===== src/rtl/mac16_unit_pkg.sv =====
// ----------------------------------------------------------------------------
// mac16_unit_pkg
//   Shared definitions for the mac16_unit MAC slice:
//     - FSM state encodings (MAC_IDLE / MAC_RUN / MAC_DONE)
//     - MAC_CYCLES : number of RUN cycles per multiply (one multiplier bit each)
//     - ACC_W_DEF  : accumulator width (the only supported value is 32)
//     - mag17()    : 17-bit magnitude of a signed 16-bit operand
// ----------------------------------------------------------------------------
package mac16_unit_pkg;

  typedef enum logic [1:0] {
    MAC_IDLE = 2'd0,
    MAC_RUN  = 2'd1,
    MAC_DONE = 2'd2
  } mac_state_e;

  localparam int MAC_CYCLES = 16;
  localparam int ACC_W_DEF  = 32;

  // 17 bits are needed so that -32768 (16'h8000) maps to +32768 without wrap.
  function automatic logic [16:0] mag17(input logic [15:0] v);
    logic [16:0] ext;
    ext = {v[15], v};
    return v[15] ? (~ext + 17'd1) : ext;
  endfunction

endpackage


===== src/rtl/mac16_seq_mult.sv =====
// ----------------------------------------------------------------------------
// mac16_seq_mult
//   Iterative unsigned 17x17 shift-add multiplier core, one multiplier bit per
//   step. Operand magnitudes never exceed 2^15, so the product fits 32 bits.
//
//   Ports
//     clk     in   1   rising-edge clock
//     rst     in   1   synchronous, active-high reset
//     load    in   1   capture mcand/mplier and clear the partial product
//     mcand   in   17  unsigned multiplicand magnitude
//     mplier  in   17  unsigned multiplier magnitude
//     step    in   1   consume one multiplier bit
//     product out  32  partial product INCLUDING the bit currently being
//                      consumed; after the 16th step is presented it is the
//                      full product, so the caller can use it on that same edge
// ----------------------------------------------------------------------------
module mac16_seq_mult (
  input  logic        clk,
  input  logic        rst,
  input  logic        load,
  input  logic [16:0] mcand,
  input  logic [16:0] mplier,
  input  logic        step,
  output logic [31:0] product
);

  logic [31:0] mc_q;
  logic [16:0] mp_q;
  logic [31:0] prod_q;

  // Look-ahead product: the running sum plus the current bit's contribution.
  assign product = prod_q + (mp_q[0] ? mc_q : 32'd0);

  // NOTE: sequential state uses non-blocking (<=) assignments so every
  // register samples pre-edge values regardless of statement order.
  always_ff @(posedge clk) begin
    if (rst) begin
      mc_q   <= '0;
      mp_q   <= '0;
      prod_q <= '0;
    end else if (load) begin
      mc_q   <= {15'd0, mcand};
      mp_q   <= mplier;
      prod_q <= '0;
    end else if (step) begin
      prod_q <= product;
      mc_q   <= mc_q << 1;
      mp_q   <= mp_q >> 1;
    end
  end

endmodule


===== src/rtl/mac16_unit.sv =====
// ----------------------------------------------------------------------------
// mac16_unit
//   Multi-cycle signed 16x16 multiply-accumulate unit. Each accepted start
//   runs 16 RUN cycles of shift-add, then adds the signed product into a
//   32-bit wrapping accumulator and narrows it to a 16-bit result.
//
//   Build option: define MAC16_SATURATE_EN to clamp the narrowed result to
//   [-32768, 32767]; otherwise the result is the low 16 bits (truncation).
//
//   Parameters
//     FRAC_BITS  arithmetic right shift applied before narrowing (0..16)
//     ACC_W      accumulator width; only 32 is supported
//
//   Ports
//     clk        in   1   rising-edge clock
//     rst        in   1   synchronous, active-high reset (aborts a RUN)
//     start      in   1   launch a MAC; honoured in IDLE or DONE only
//     clear_acc  in   1   with start: 1 = seed accumulator with 0
//     op_a       in   16  signed multiplicand, captured on accepted start
//     op_b       in   16  signed multiplier, captured on accepted start
//     busy       out  1   high while in RUN
//     done       out  1   one-cycle pulse; result/acc_out freshly updated
//     result     out  16  narrowed accumulator, held until the next done
//     acc_out    out  32  full accumulator value
// ----------------------------------------------------------------------------
module mac16_unit
  import mac16_unit_pkg::*;
#(
  parameter int FRAC_BITS = 0,
  parameter int ACC_W     = ACC_W_DEF
) (
  input  logic             clk,
  input  logic             rst,
  input  logic             start,
  input  logic             clear_acc,
  input  logic [15:0]      op_a,
  input  logic [15:0]      op_b,
  output logic             busy,
  output logic             done,
  output logic [15:0]      result,
  output logic [ACC_W-1:0] acc_out
);

  mac_state_e       state_q, state_d;
  logic [3:0]       cnt_q;
  logic             neg_q;
  logic             clr_q;
  logic [ACC_W-1:0] acc_q;
  logic [15:0]      result_q;

  logic             accept;
  logic             last_run;
  logic [31:0]      product;
  logic [ACC_W-1:0] signed_prod;
  logic [ACC_W-1:0] acc_d;
  logic [15:0]      narrow;

  assign accept   = start && (state_q != MAC_RUN);
  assign last_run = (state_q == MAC_RUN) && (cnt_q == 4'(MAC_CYCLES - 1));

  // ---------------- FSM ----------------
  always_ff @(posedge clk) begin
    if (rst) state_q <= MAC_IDLE;
    else     state_q <= state_d;
  end

  // NOTE: every output of this block gets a default first, so no path can
  // leave a signal unassigned and infer a latch.
  always_comb begin
    state_d = state_q;
    busy    = 1'b0;
    done    = 1'b0;
    unique case (state_q)
      MAC_IDLE: if (start) state_d = MAC_RUN;
      MAC_RUN: begin
        busy = 1'b1;
        if (last_run) state_d = MAC_DONE;
      end
      MAC_DONE: begin
        done    = 1'b1;
        state_d = start ? MAC_RUN : MAC_IDLE;
      end
      default: state_d = MAC_IDLE;
    endcase
  end

  // ---------------- multiplier core ----------------
  mac16_seq_mult u_mult (
    .clk     (clk),
    .rst     (rst),
    .load    (accept),
    .mcand   (mag17(op_a)),
    .mplier  (mag17(op_b)),
    .step    (state_q == MAC_RUN),
    .product (product)
  );

  // ---------------- accumulate and narrow ----------------
  assign signed_prod = neg_q ? (~product + 32'd1) : product;
  assign acc_d       = (clr_q ? '0 : acc_q) + signed_prod;

`ifdef MAC16_SATURATE_EN
  logic signed [ACC_W-1:0] shifted;
  assign shifted = $signed(acc_d) >>> FRAC_BITS;
  always_comb begin
    if (shifted > $signed(ACC_W'(32767)))        narrow = 16'h7FFF;
    else if (shifted < -$signed(ACC_W'(32768)))  narrow = 16'h8000;
    else                                         narrow = shifted[15:0];
  end
`else
  assign narrow = 16'($signed(acc_d) >>> FRAC_BITS);
`endif

  always_ff @(posedge clk) begin
    if (rst) begin
      cnt_q    <= '0;
      neg_q    <= 1'b0;
      clr_q    <= 1'b0;
      acc_q    <= '0;
      result_q <= '0;
    end else begin
      if (accept) begin
        neg_q <= op_a[15] ^ op_b[15];
        clr_q <= clear_acc;
        cnt_q <= '0;
      end else if (state_q == MAC_RUN) begin
        cnt_q <= cnt_q + 4'd1;
      end
      // Product is complete on the edge that leaves RUN.
      if (last_run) begin
        acc_q    <= acc_d;
        result_q <= narrow;
      end
    end
  end

  assign acc_out = acc_q;
  assign result  = result_q;

endmodule


===== config.mk =====
export PLATFORM = sky130hd
export DESIGN_NAME = mac16_unit
export DESIGN_NICKNAME = d
export VERILOG_FILES = /design/src/rtl/mac16_unit_pkg.sv /design/src/rtl/mac16_seq_mult.sv /design/src/rtl/mac16_unit.sv
export SDC_FILE = /design/constraint.sdc
export NUM_CORES = 1
export LEC_CHECK = 0
export CORE_UTILIZATION = 50
export CTS_BUF_LIST = sky130_fd_sc_hd__clkbuf_2 sky130_fd_sc_hd__clkbuf_4 sky130_fd_sc_hd__clkbuf_8
export DETAILED_ROUTE_END_ITERATION = 16
export DONT_BUFFER_PORTS = 1
export SLEW_MARGIN = 5
export SYNTH_ARGS = -nofsm -noshare
export SYNTH_HDL_FRONTEND = slang
export SYNTH_HIERARCHICAL = 1
export SYNTH_SLANG_ARGS = --single-unit

===== constraint.sdc =====
create_clock -name clk -period 6.42 [get_ports clk]
set_input_delay 1.284 -clock clk [delete_from_list [all_inputs] [get_ports clk]]
set_output_delay 1.284 -clock clk [all_outputs]
set_load 0.01 [all_outputs]

== Word level (Yosys, flattened, before mapping) ==
Cells that the tools add are included.

* Add/subtract/negate cells: 6
* $mul: 0
* Divide/modulo/power cells: 0
* $lt $le $gt $ge: 0
* Eq/ne operators: 6
* Shift operators: 0
* Mux-type cells: 15
* Bitwise gates (word level): 4
* Reduce and logical (&&, ||, !) cells: 6

{| class="wikitable"
|+ Operators with widths
! kind !! count
|-
| 2-to-1 mux 17 bit || 6
|-
| 2-to-1 mux 32 bit || 3
|-
| adder 32 bit || 2
|-
| adder 17 x 1 -> 17 bit (second input constant) || 2
|-
| inverter 17 bit || 2
|-
| adder 32 x 1 -> 32 bit (second input constant) || 1
|-
| inverter 32 bit || 1
|-
| case mux 2 bit (3 select lines) || 1
|-
| adder 4 x 1 -> 4 bit (second input constant) || 1
|-
| == test 4 bit (second input constant) || 1
|-
| 2-to-1 mux 2 bit || 2
|-
| inequality test 2 bit (second input constant) || 2
|-
| 2-to-1 mux 1 bit || 3
|-
| == test 2 x 1 -> 1 bit (second input constant) || 1
|-
| == test 2 bit (second input constant) || 1
|-
| logical AND 1 bit || 2
|-
| zero test 2 bit || 1
|-
| inequality test 2 x 1 -> 1 bit (second input constant) || 1
|-
| AND reduction 2 bit || 1
|-
| nonzero test 2 bit || 1
|-
| OR reduction 2 bit || 1
|-
| XOR 1 bit || 1
|}

* Register bits after elaboration: 137
* Bits in latches: 0
* Memory bits (writable): 0
* Bits in read-only memories: 0
* Input port bits: 36
* Output and inout bits: 50
* Word-level logic and storage cells: 47
* Memories: 0

== Depth between registers and ports, before layout ==
* Depth after elaboration: 6
* Gate-level depth with buffers: 26
* Mapped depth without buffers: 24

== Modules after synthesis ==
Netlist, hierarchy kept.

{| class="wikitable"
|+ By module, submodules not included
! module !! instances !! cells an instance !! area an instance (µm²) !! sequential area each (µm²)
|-
| mac16_seq_mult || 1 || 636 || 5122.4 || 1621.6
|-
| mac16_unit || 1 || 666 || 4819.6 || 800.8
|}

== Least setup slack after synthesis ==
No wires, ideal clock.

* Path type: reg2reg
* Start point: reg u_mult.mp_q[0]
* End point: reg acc_q[31], in the netlist acc_out[31]
* Data arrival time: 5.647 ns
* Data required time: 6.300 ns
* Setup slack: 0.653 ns
* Cell stages (with the launch flop): 24
* Path buffers: 2
* Cells stage by stage: dfxtp_1 clkbuf_1 and2_1 ha_1 fa_1 a21o_2 a31oi_1 or3_4 a31oi_1 a21oi_1 xnor2_1 or4_1 or2_2 or4_4 o41ai_2 xnor2_1 ha_1 clkbuf_1 a21oi_1 o21ai_0 o21a_1 a211o_1 a21o_1 a211o_1

* Word-level cells in the longest chain between the ends: 6

{| class="wikitable"
|+ Ends and longest elaborated chain
! what !! line !! text
|-
| start, declared || mac16_seq_mult.sv:28 || <nowiki>logic [16:0] mp_q;</nowiki>
|-
| start signal, assigned || mac16_seq_mult.sv:43 || <nowiki>mp_q <= mplier;</nowiki>
|-
| start signal, assigned || mac16_seq_mult.sv:48 || <nowiki>mp_q <= mp_q >> 1;</nowiki>
|-
| 2-to-1 mux 32 bit * || mac16_seq_mult.sv:32 || <nowiki>assign product = prod_q + (mp_q[0] ? mc_q : 32'd0);</nowiki>
|-
| adder 32 bit * || mac16_seq_mult.sv:32 ||
|-
| net product[18] || mac16_unit.sv:53 || <nowiki>logic [31:0] product;</nowiki>
|-
| inverter 32 bit || mac16_unit.sv:99 || <nowiki>assign signed_prod = neg_q ? (~product + 32'd1) : product;</nowiki>
|-
| adder 32 x 1 -> 32 bit || mac16_unit.sv:99 ||
|-
| 2-to-1 mux 32 bit * || mac16_unit.sv:99 ||
|-
| adder 32 bit * || mac16_unit.sv:100 || <nowiki>assign acc_d = (clr_q ? '0 : acc_q) + signed_prod;</nowiki>
|-
| end signal, assigned || mac16_unit.sv:119 || <nowiki>acc_q <= '0;</nowiki>
|-
| end signal, assigned || mac16_unit.sv:131 || <nowiki>acc_q <= acc_d;</nowiki>
|-
| end, declared || mac16_unit.sv:48 || <nowiki>logic [ACC_W-1:0] acc_q;</nowiki>
|}

Mark *: on every way through the listed nets, which the timed path passes. The rest lies on a longest branch.
A chain may end at the register's enable or synchronous reset.

== Worst setup path after layout ==
Ends and elaborated chain as after synthesis.

==> summary.md <==
| Metric | Value |
|---|---|
| Outcome | finished clean |
| Synth top area cells | dfxtp_1 24%, ha_1 8.3%, xnor2_1 7.6% |
| HP Class | reg -> reg |
| Post-route setup slack | roughly 0.34 ns |
| Port bufs | 0 |
| Final critical-path required period | just over 6 ns |
| Combinational Power Share | approximately 15% |
| Seq/Total Area, Yosys | 24.36% |
| Power per Cell Area | 167.5 nW/um^2 |
| Flops & latches, synth | 121 |
| Switching Fraction | around 28% |
| Wire length on met3 | approximately 1100 um |
| Crit end category | flop |
| H-Tree Level Count | 4 |
| Sw power | 485.3 uW |
| Top-area cell type share of the netlist area | around a quarter |
| Initial Utilization | between 50% and 60% |
| Fin util | a little over half |
| Syn Area/Cell | about 7.6 um^2 |
| Die H | roughly 140 um |
| CTS tree | done |
| Worst R2R Path Depth | 22 |
| Total CTS buffers | 17 |
| Cell with the most instances after synthesis | nor2_1 |
| Max clock buf depth | 2 |
| Worst Path Max Fanout | 19 |
| Footprint of the multi-input gates | around 7000 um^2 |
| Root Buffer | clkbuf_8 |
| CTS sink count | 121 |
| Hold-fix buffers, CTS | 0 |
| Worst Skew | approximately 0.018 ns |
| Max Clk Rate | about 160 MHz |
| CP Data Required Time | 6.74 ns |
| DRT met1 WL | 12330 um |
| RSZ-0062 raised after global routing | false |
| Final WL | about 24000 um |
| Total grt overflow | 0 |
| Reg area | between 2000 and 2500 um^2 |
| Number of global-route vias before repair | 8000 |
| Layout cells sized above 1 | 6.423% |
| Post-Layout Inst Area | 10410 um^2 |
| Initial DRC count | 422 |
| Synth Warn # | 6 |
| Final period util | 94.64% |
| CTS clk-pin slew, worst paths | 0.07 ns |
| Die Footprint | between 20000 and 25000 um^2 |
| Fin. max-slew vios | 0 |
| Dpl cell area | roughly 10000 um^2 |
| Crit start category | flop |
| Highest metal used | met4 |
| DP HPWL | about 18000 um |
| Synthesized area | 9942 um^2 |
| Die Wd | between 100 and 150 um |
| DR vias | around 8700 |
| Post-synth top cells | 150 x nor2_1, 130 x a21oi_1, 121 x dfxtp_1, 107 x nand2_1, 86 x xnor2_1 |
| First-pass GRT wire length | 39390 um |
| Seq pwr share | about 45% |
| Layout area overhead | 4.732% |
| Tot GR Track Use | between 20% and 30% |
| Worst slew pin tran | 0.9830 ns |
| Initial antenna violation count | 0 |
| Hold_ws | around 0.48 ns |
| Crit Path Class | reg -> reg |
| Hold Path Cell Cnt | 2 |
| Avg Vias per Cell | between 5 and 6 |
| Drt drc | 0 |
| Cell Int Power | around 1300 uW |
| Clk Latency, worst-skew pair | 0.44 ns |
| Final Hold Vio Count | 0 |
| Max Cap Viol | 0 |
| Net count, final | approximately 1400 |
| Fillers | roughly 1900 |
| Worst slew margin | roughly a third |
| I/O Pins | 86 |
| Met2 wire length | between 10000 and 15000 um |
| Peak VDD IR | roughly 0.00011 V |
| Final ANT Viol Nets | 0 |
| Cell Rows | 51 |
| Number of flops mapped to enable cells by yosys | 0 |
| Yosys top cell by area | dfxtp_1 |
| Mapped Cells | between 1000 and 1500 |
| TritonRoute pass-1 iters | 5 |
| Dominant synthesized flop cell | dfxtp_1 |
| Final setup TNS | 0 ns |
| Antenna diode count | 0 |
| GP Congestion | 0.8994 |
| Final setup viols | 0 |
| Largest net degree at the start of global routing | 86 |
| Count of cell types in the netlist | approximately 70 |
| Leak | 0.004355 uW |
| Core area | slightly below 20000 um^2 |
| Clock power share | about two fifths |
| Post-synthesis async set-or-reset flop share | 0% |
| Critical path arrival | roughly 6.4 ns |
| WL/cell | roughly 16 um |
| Setup slack after placement | about 0.25 ns |
## timing repair
| item | 4_1_cts | 5_1_grt |
|---|---|---|
| buffers inserted | 0 | 1 |
| hold endpoints to repair | 0 | 0 |
| setup endpoints to repair | 0 | 7 |
| resized for setup | 0 | 3 |
## sequential cells by signal (all words and copies together), names as in the netlist
name and cells:
acc_out 32, clr_q 1, cnt_q 4, neg_q 1, state_q 2, u_mult/mc_q 32
u_mult/mp_q 17, u_mult/prod_q 32
## cell type report
| cell class | instances | area share, % |
|---|---|---|
| clock inverters | 9 | 0.9373 |
| inverters | 29 | 1.057 |
| clock buffers | 22 | 2.788 |
| multi-input cells | 1060 | 67.32 |
| well taps | 265 | 3.184 |
| repair buffers | 20 | 1.442 |
| flip-flops and latches | 121 | 23.28 |
## cells by family (layout without fill, tap and decap cells)
logic type / Yosys count / after routing / share of synthesized area [%]
DFF: 121 / 121 / 24.36
and+or+nand+nor: 482 / 482 / 24.09
xor gates and xnor gates: 105 / 105 / 9.250
adders and majority gates: 68 / 68 / 8.709
muxes: 64 / 64 / 6.443
buffers and inverters: 122 / 80 / 5.210
AOI/OAI and AO/OA: 339 / 339 / 21.90
other: 1 / 2 / 0.03772
## power by group through the flow
stage,sequential [uW],combinational (uW),clock (uW)
floorplan,795,228,0
global placement,802,267,0
detailed placement,802,268,0
CTS,785,270,711
global route,788,298,743
finish,785,269,690
## layer usage
layer  vias up  GRT usage (%)
li1       4507              -
met1      3996          34.57
met2       187          37.30
met3        13          3.924
met4         0          6.735
met5         -              0
## final timing paths
| path | startpoint | to | slack, ns |
|---|---|---|---|
| max | u_mult/mp_q[0]$_SDFFE_PP0P_ | acc_out[31]$_SDFFE_PP0P_ | 0.34 |
| min | u_mult/prod_q[29]$_SDFFE_PP0P_ | u_mult/prod_q[29]$_SDFFE_PP0P_ | 0.48 |
| max reg2reg | u_mult/mp_q[0]$_SDFFE_PP0P_ | acc_out[31]$_SDFFE_PP0P_ | 0.34 |
| min reg2reg | u_mult/prod_q[29]$_SDFFE_PP0P_ | u_mult/prod_q[29]$_SDFFE_PP0P_ | 0.48 |
## layout by cell type (no fill, tap or decap), types with 20 or more instances in the layout
cell      Yosys  final
xnor2_1      86     86
nor2b_1      37     37
mux2i_1      64     64
ha_1         66     66
nand2_1     107    107
nor3_1       28     28
inv_1        28     27
clkbuf_8      0     20
nand3_1      26     26
a21oi_1     130    130
o21ai_0      59     58
and2_1       34     33
dfxtp_1     121    120
a21o_1       28     28
buf_4        16     20
nor2_1      150    149
## per-stage QoR
stage	cells	total power [uW]
after CTS	1525	1766
after detailed placement	1494	1071
after floorplan	1303	1023
final	1526	1744
after global routing	1526	1829
after global placement	1494	1069
## critical path, stage by stage (launching register included)
cell	delay (ns)
dfxtp_2	0.40
and2_1	0.17
ha_1	0.21
fa_1	0.41
a21o_2	0.25
a31oi_1	0.27
o21ai_0	0.20
a21o_1	0.21
a21oi_1	0.17
xnor2_1	0.09
or4_1	0.50
nor4b_1	0.38
nand2_1	0.15
o31ai_1	0.26
xnor2_1	0.11
ha_1	0.42
a21o_1	0.24
a211o_1	0.26
o21ai_0	0.20
nand4_1	0.28
a211o_1	0.36
a21o_1	0.18
a211o_1	0.24
No activity file was read; power rests on OpenSTA's default activity.
